File: src/rtl/game_sequencer.sv
// Mastermind turn controller: latches the code and guess, then scores with a fixed 20-cycle exact/colour sweep.
// Scoring takes 21 cycles from submit to score_valid. start and submit are ignored while a score is in progress.
module game_sequencer #(
    parameter int MAX_TURNS = 8,
    parameter int CW        = 3
) (
    input  logic          clk,
    input  logic          rst,
    input  logic          start,
    input  logic          submit,
    input  logic [CW-1:0] code0,
    input  logic [CW-1:0] code1,
    input  logic [CW-1:0] code2,
    input  logic [CW-1:0] code3,
    input  logic [CW-1:0] guess0,
    input  logic [CW-1:0] guess1,
    input  logic [CW-1:0] guess2,
    input  logic [CW-1:0] guess3,
    output logic          guess_en,
    output logic          hist_wr,
    output logic          score_valid,
    output logic [2:0]    black,
    output logic [2:0]    white,
    output logic [3:0]    turn,
    output logic          win,
    output logic          lose,
    output logic [2:0]    state
);

    localparam logic [2:0] S_IDLE  = 3'd0;
    localparam logic [2:0] S_GUESS = 3'd1;
    localparam logic [2:0] S_EXACT = 3'd2;
    localparam logic [2:0] S_COLOR = 3'd3;
    localparam logic [2:0] S_DONE  = 3'd4;
    localparam logic [2:0] S_WIN   = 3'd5;
    localparam logic [2:0] S_LOSE  = 3'd6;

    logic [2:0]    state_q, state_d;
    logic [3:0]    cnt_q, cnt_d;
    logic [2:0]    black_q, black_d;
    logic [2:0]    white_q, white_d;
    logic [3:0]    turn_q, turn_d;
    logic [3:0]    gmask_q, gmask_d;
    logic [3:0]    cmask_q, cmask_d;
    logic [CW-1:0] code_q  [0:3];
    logic [CW-1:0] code_d  [0:3];
    logic [CW-1:0] guess_q [0:3];
    logic [CW-1:0] guess_d [0:3];

    // EXACT walks i = cnt[1:0]; COLOR walks i = cnt[3:2] (outer), j = cnt[1:0] (inner).
    logic [1:0] idx_i, idx_j;
    assign idx_i = (state_q == S_EXACT) ? cnt_q[1:0] : cnt_q[3:2];
    assign idx_j = cnt_q[1:0];

    always_comb begin
        state_d = state_q;
        cnt_d   = cnt_q;
        black_d = black_q;
        white_d = white_q;
        turn_d  = turn_q;
        gmask_d = gmask_q;
        cmask_d = cmask_q;
        code_d  = code_q;
        guess_d = guess_q;
        case (state_q)
            S_IDLE, S_WIN, S_LOSE: begin
                if (start) begin
                    code_d[0] = code0;
                    code_d[1] = code1;
                    code_d[2] = code2;
                    code_d[3] = code3;
                    turn_d    = '0;
                    black_d   = '0;
                    white_d   = '0;
                    state_d   = S_GUESS;
                end
            end
            S_GUESS: begin
                if (submit) begin
                    guess_d[0] = guess0;
                    guess_d[1] = guess1;
                    guess_d[2] = guess2;
                    guess_d[3] = guess3;
                    gmask_d    = '0;
                    cmask_d    = '0;
                    black_d    = '0;
                    white_d    = '0;
                    cnt_d      = '0;
                    state_d    = S_EXACT;
                end
            end
            S_EXACT: begin
                if (guess_q[idx_i] == code_q[idx_i]) begin
                    black_d        = black_q + 3'd1;
                    gmask_d[idx_i] = 1'b1;
                    cmask_d[idx_i] = 1'b1;
                end
                if (cnt_q == 4'd3) begin
                    cnt_d   = '0;
                    state_d = S_COLOR;
                end else begin
                    cnt_d = cnt_q + 4'd1;
                end
            end
            S_COLOR: begin
                if (!gmask_q[idx_i] && !cmask_q[idx_j] && (guess_q[idx_i] == code_q[idx_j])) begin
                    white_d        = white_q + 3'd1;
                    gmask_d[idx_i] = 1'b1;
                    cmask_d[idx_j] = 1'b1;
                end
                // Bump turn on entry so the new count is visible alongside score_valid.
                if (cnt_q == 4'd15) begin
                    cnt_d   = '0;
                    turn_d  = turn_q + 4'd1;
                    state_d = S_DONE;
                end else begin
                    cnt_d = cnt_q + 4'd1;
                end
            end
            S_DONE: begin
                if (black_q == 3'd4) begin
                    state_d = S_WIN;
                end else if (turn_q == 4'(MAX_TURNS)) begin
                    state_d = S_LOSE;
                end else begin
                    state_d = S_GUESS;
                end
            end
            default: state_d = S_IDLE;
        endcase
    end

    always_ff @(posedge clk or negedge rst) begin
        if (!rst) begin
            state_q <= S_IDLE;
            cnt_q   <= '0;
            black_q <= '0;
            white_q <= '0;
            turn_q  <= '0;
            gmask_q <= '0;
            cmask_q <= '0;
            for (int k = 0; k < 4; k++) begin
                code_q[k]  <= '0;
                guess_q[k] <= '0;
            end
        end else begin
            state_q <= state_d;
            cnt_q   <= cnt_d;
            black_q <= black_d;
            white_q <= white_d;
            turn_q  <= turn_d;
            gmask_q <= gmask_d;
            cmask_q <= cmask_d;
            code_q  <= code_d;
            guess_q <= guess_d;
        end
    end

    assign guess_en    = (state_q == S_GUESS);
    assign hist_wr     = (state_q == S_EXACT) && (cnt_q == 4'd0);
    assign score_valid = (state_q == S_DONE);
    assign win         = (state_q == S_WIN);
    assign lose        = (state_q == S_LOSE);
    assign black       = black_q;
    assign white       = white_q;
    assign turn        = turn_q;
    assign state       = state_q;

endmodule

File: config.mk
export PLATFORM = sky130hd
export DESIGN_NAME = game_sequencer
export DESIGN_NICKNAME = d
export VERILOG_FILES = /design/src/rtl/game_sequencer.sv
export SDC_FILE = /design/constraint.sdc
export NUM_CORES = 1
export LEC_CHECK = 0
export ABC_AREA = 1
export BUFFER_PORTS_ARGS = -buffer_cell sky130_fd_sc_hd__buf_2
export CAP_MARGIN = 40
export CORE_ASPECT_RATIO = 1.5
export CORE_MARGIN = 2
export CORE_UTILIZATION = 59
export CTS_BUF_LIST = sky130_fd_sc_hd__clkbuf_8
export DETAILED_ROUTE_END_ITERATION = 8
export GPL_ROUTABILITY_DRIVEN = 0
export GPL_TIMING_DRIVEN = 0
export PLACE_DENSITY = 0.82
export SLEW_MARGIN = 20
export SYNTH_ARGS = -nofsm -noshare
export SYNTH_HDL_FRONTEND = slang
export SYNTH_SLANG_ARGS = --single-unit
export TNS_END_PERCENT = 10
File: constraint.sdc
create_clock -name clk -period 2.3 [get_ports clk]
set_input_delay 0.345 -clock clk [delete_from_list [all_inputs] [get_ports clk]]
set_output_delay 0.345 -clock clk [all_outputs]
set_load 0.05 [all_outputs]
==> metrics.txt <==
Worst IR Drop VDD 0.744 mV; fraction of layout cells with a size suffix above 1 24.4%; Detailed Place HPWL 5.49 mm; crit path kind flop to flop; CP Max Fanout 5; FMAX 453 MHz; Tot GR Track Use 26.7%; Syn. warnings 0; post-DR wirelength/cell 14.0 um; DRC Markers 0; r2r setup slk 0.09 ns; Post-DRT Antenna Nets 0; #FFs+latches synth 49; PD cells 1520 mW/mm^2; r2r endpoint cmask_q[0]$_DFFE_PN0P_; CTS tree done; slew margin rel. 65.1%; DRT iter0 DRCs 174; CP Capture Type flop; post-synth top area cell dfrtp_1; r2r startpoint state[2]$_DFFE_PN0P_; CTS root buffer clkbuf_8; largest cells by area after synthesis dfrtp_1 39%, nand2_1 17%, inv_1 6.6%; Gate Count Post-Synth 427; clock-pin slew on the worst setup and hold paths 0.10 ns; failing checks hold timing; CTS max path bufs 2; Cell Area, Synth 0.00311 sq mm; aggregate routed wire length 7.87 mm; CTS Buf Count 5; Synth top cells by count 141 x nand2_1, 55 x inv_1, 49 x dfrtp_1; leakage 1.96 nW; Critical Path Sink cmask_q[0]$_DFFE_PN0P_; Die Ht 92.9 um; worst min-delay path class primary input to async pin; die width 63.3 um; filler cell count 455; initial antenna violation count 0; vias in the first global route 2,917; period utilisation layout 96.0%; Final Hold Fails 8; # Max-Cap Violations 0; Clock Skew 0.00975 ns; status finished, violations left; later-pin clock latency in the skew report 0.31 ns; initial cell density of the core 60.6%; nets 532; CP arrival 2.46 ns; DR vias/cell 5.50; crit path from state[2]$_DFFE_PN0P_; EDFF count, synth 0; IO Count 46; Area Growth Syn to Fin 19.8%; pin count of the biggest net entering global routing 29; Synth Flop Type dfrtp_1; multi-input logic area 0.00167 sq mm; drt first pass iters 5; worst path required time 2.55 ns; via count 3,103; total grt overflow 0; count of input and output buffers 45; Final Max Tran Viols 0; Post-Syn Nets 464; post-synthesis cell type count 36; register area share after synthesis 39.5%; Util after Layout 72.7%; final setup fails 0; slew of the pin with the lowest slew margin 0.523 ns; core footprint 0.00512 sq mm; Startpoint Class flop; clk sinks 49; syn avg cell area 7.28 sq um; Final Hold Slack -0.00696 ns; fin crit period 2.21 ns; H-tree levels 2; ant diodes 0; asr flop ratio synth 100%; first-pass GRT wire length 12.5 mm; Setup WS pre-CTS 0.0367 ns; die area 0.00588 sq mm; count leader, synth nand2_1; Synth top area share 39.5%; Fin Setup TNS 0 ns; R2R depth 17; std cell rows 32; Reg area 0.00123 sq mm; post-route worst setup slack 0.0923 ns
per-layer routing:
| layer | track usage [%] | vias up | routed length (um) |
|---|---|---|---|
| li1 | - | 1491 | - |
| met1 | 30.0 | 1437 | 2920 |
| met2 | 46.6 | 137 | 4160 |
| met3 | 4.62 | 38 | 434 |
| met4 | 15.9 | 0 | 355 |
| met5 | 0 | - | 0 |
where the power goes:
part	internal, W	leakage, nW	switching [W]
clock network	0.000222	0.0452	0.000323
registers	0.00119	0.610	0.000244
logic	0.00118	1.30	0.00249
total	0.00259	1.96	0.00306
repair_timing:
item	in CTS	in global routing
hold buffers	0	0
pin swaps	0	5
gates cloned	0	4
setup buffers	0	11
endpoints found under the setup margin	3	15
resized for setup	3	16
endpoints found under the hold margin	0	0
state kept, by name, indices dropped and copies added, names as in the netlist:
register / count
cnt_q: 4
gmask_q: 4
code_q: 12
black: 3
guess_q: 12
white: 3
cmask_q: 4
turn: 4
state: 3
cell families (layout without fill, tap and decap cells):
| logic type | Yosys count | count (layout) | share of synthesized area (%) |
|---|---|---|---|
| buf+inv | 69 | 135 | 9.46 |
| xor+xnor | 3 | 3 | 0.846 |
| flops | 49 | 49 | 39.5 |
| fa+ha+maj | 9 | 9 | 3.62 |
| simple gates | 229 | 232 | 34.2 |
| compound gates | 68 | 68 | 12.4 |
area by class of cell:
type | count | area share [%]
multi-input combinational | 312 | 44.9
sequential | 49 | 33.1
timing repair buffer | 58 | 9.01
inverter | 57 | 5.95
buffer | 12 | 2.32
tap | 68 | 2.28
clock buffer | 5 | 1.85
clock inverter | 3 | 0.672
through the flow:
step / cell area (sq um) / cells / power [W] / hold WS (ns)
after floorplan: 3130 / 427 / 0.00393 / 0.0494
after global routing: 3720 / 564 / 0.00610 / 0.0236
after CTS: 3560 / 549 / 0.00523 / 0.0105
final: 3720 / 564 / 0.00565 / -0.00696
after detailed placement: 3460 / 541 / 0.00466 / 0.348
after global placement: 3440 / 540 / 0.00456 / 0.458
layout by cell type, fill, tap and decap left out, types with 12 or more instances in the layout:
cell type,n
nand2_1,137
dfrtp_1,45
nor2_1,31
o21ai_0,24
nand3_1,23
a21oi_1,23
inv_1,54
buf_2,48
buf_4,12
worst min path at each step:
stage | from | end | slack (ns) | cells after the start
2_1_floorplan | rst | black[0]$_DFFE_PN0P_ | 0.05 | 0
3_3_place_gp | gmask_q[2]$_DFFE_PN0P_ | gmask_q[2]$_DFFE_PN0P_ | 0.46 | 2
3_5_place_dp | rst | state[2]$_DFFE_PN0P_ | 0.35 | 1
4_1_cts | rst | state[2]$_DFFE_PN0P_ | 0.01 | 1
5_1_grt | rst | black[2]$_DFFE_PN0P_ | 0.02 | 1
6_report | rst | state[2]$_DFFE_PN0P_ | -0.007 | 1
worst max-delay path, stage by stage (launching register included):
cell and delay (ns):
dfrtp_2 0.47, clkinv_4 0.10, nand2_4 0.09, nor2_8 0.16
nand2_2 0.08, nand2_2 0.10, buf_6 0.13, nand2_1 0.05
nand2_1 0.08, nand2_1 0.05, nand2_1 0.05, nand3_1 0.09
nor2_2 0.12, nand2_2 0.09, buf_4 0.15, nand2_2 0.10
nand4_1 0.12, nand2_1 0.12
Power figures use the tool's default switching activity.
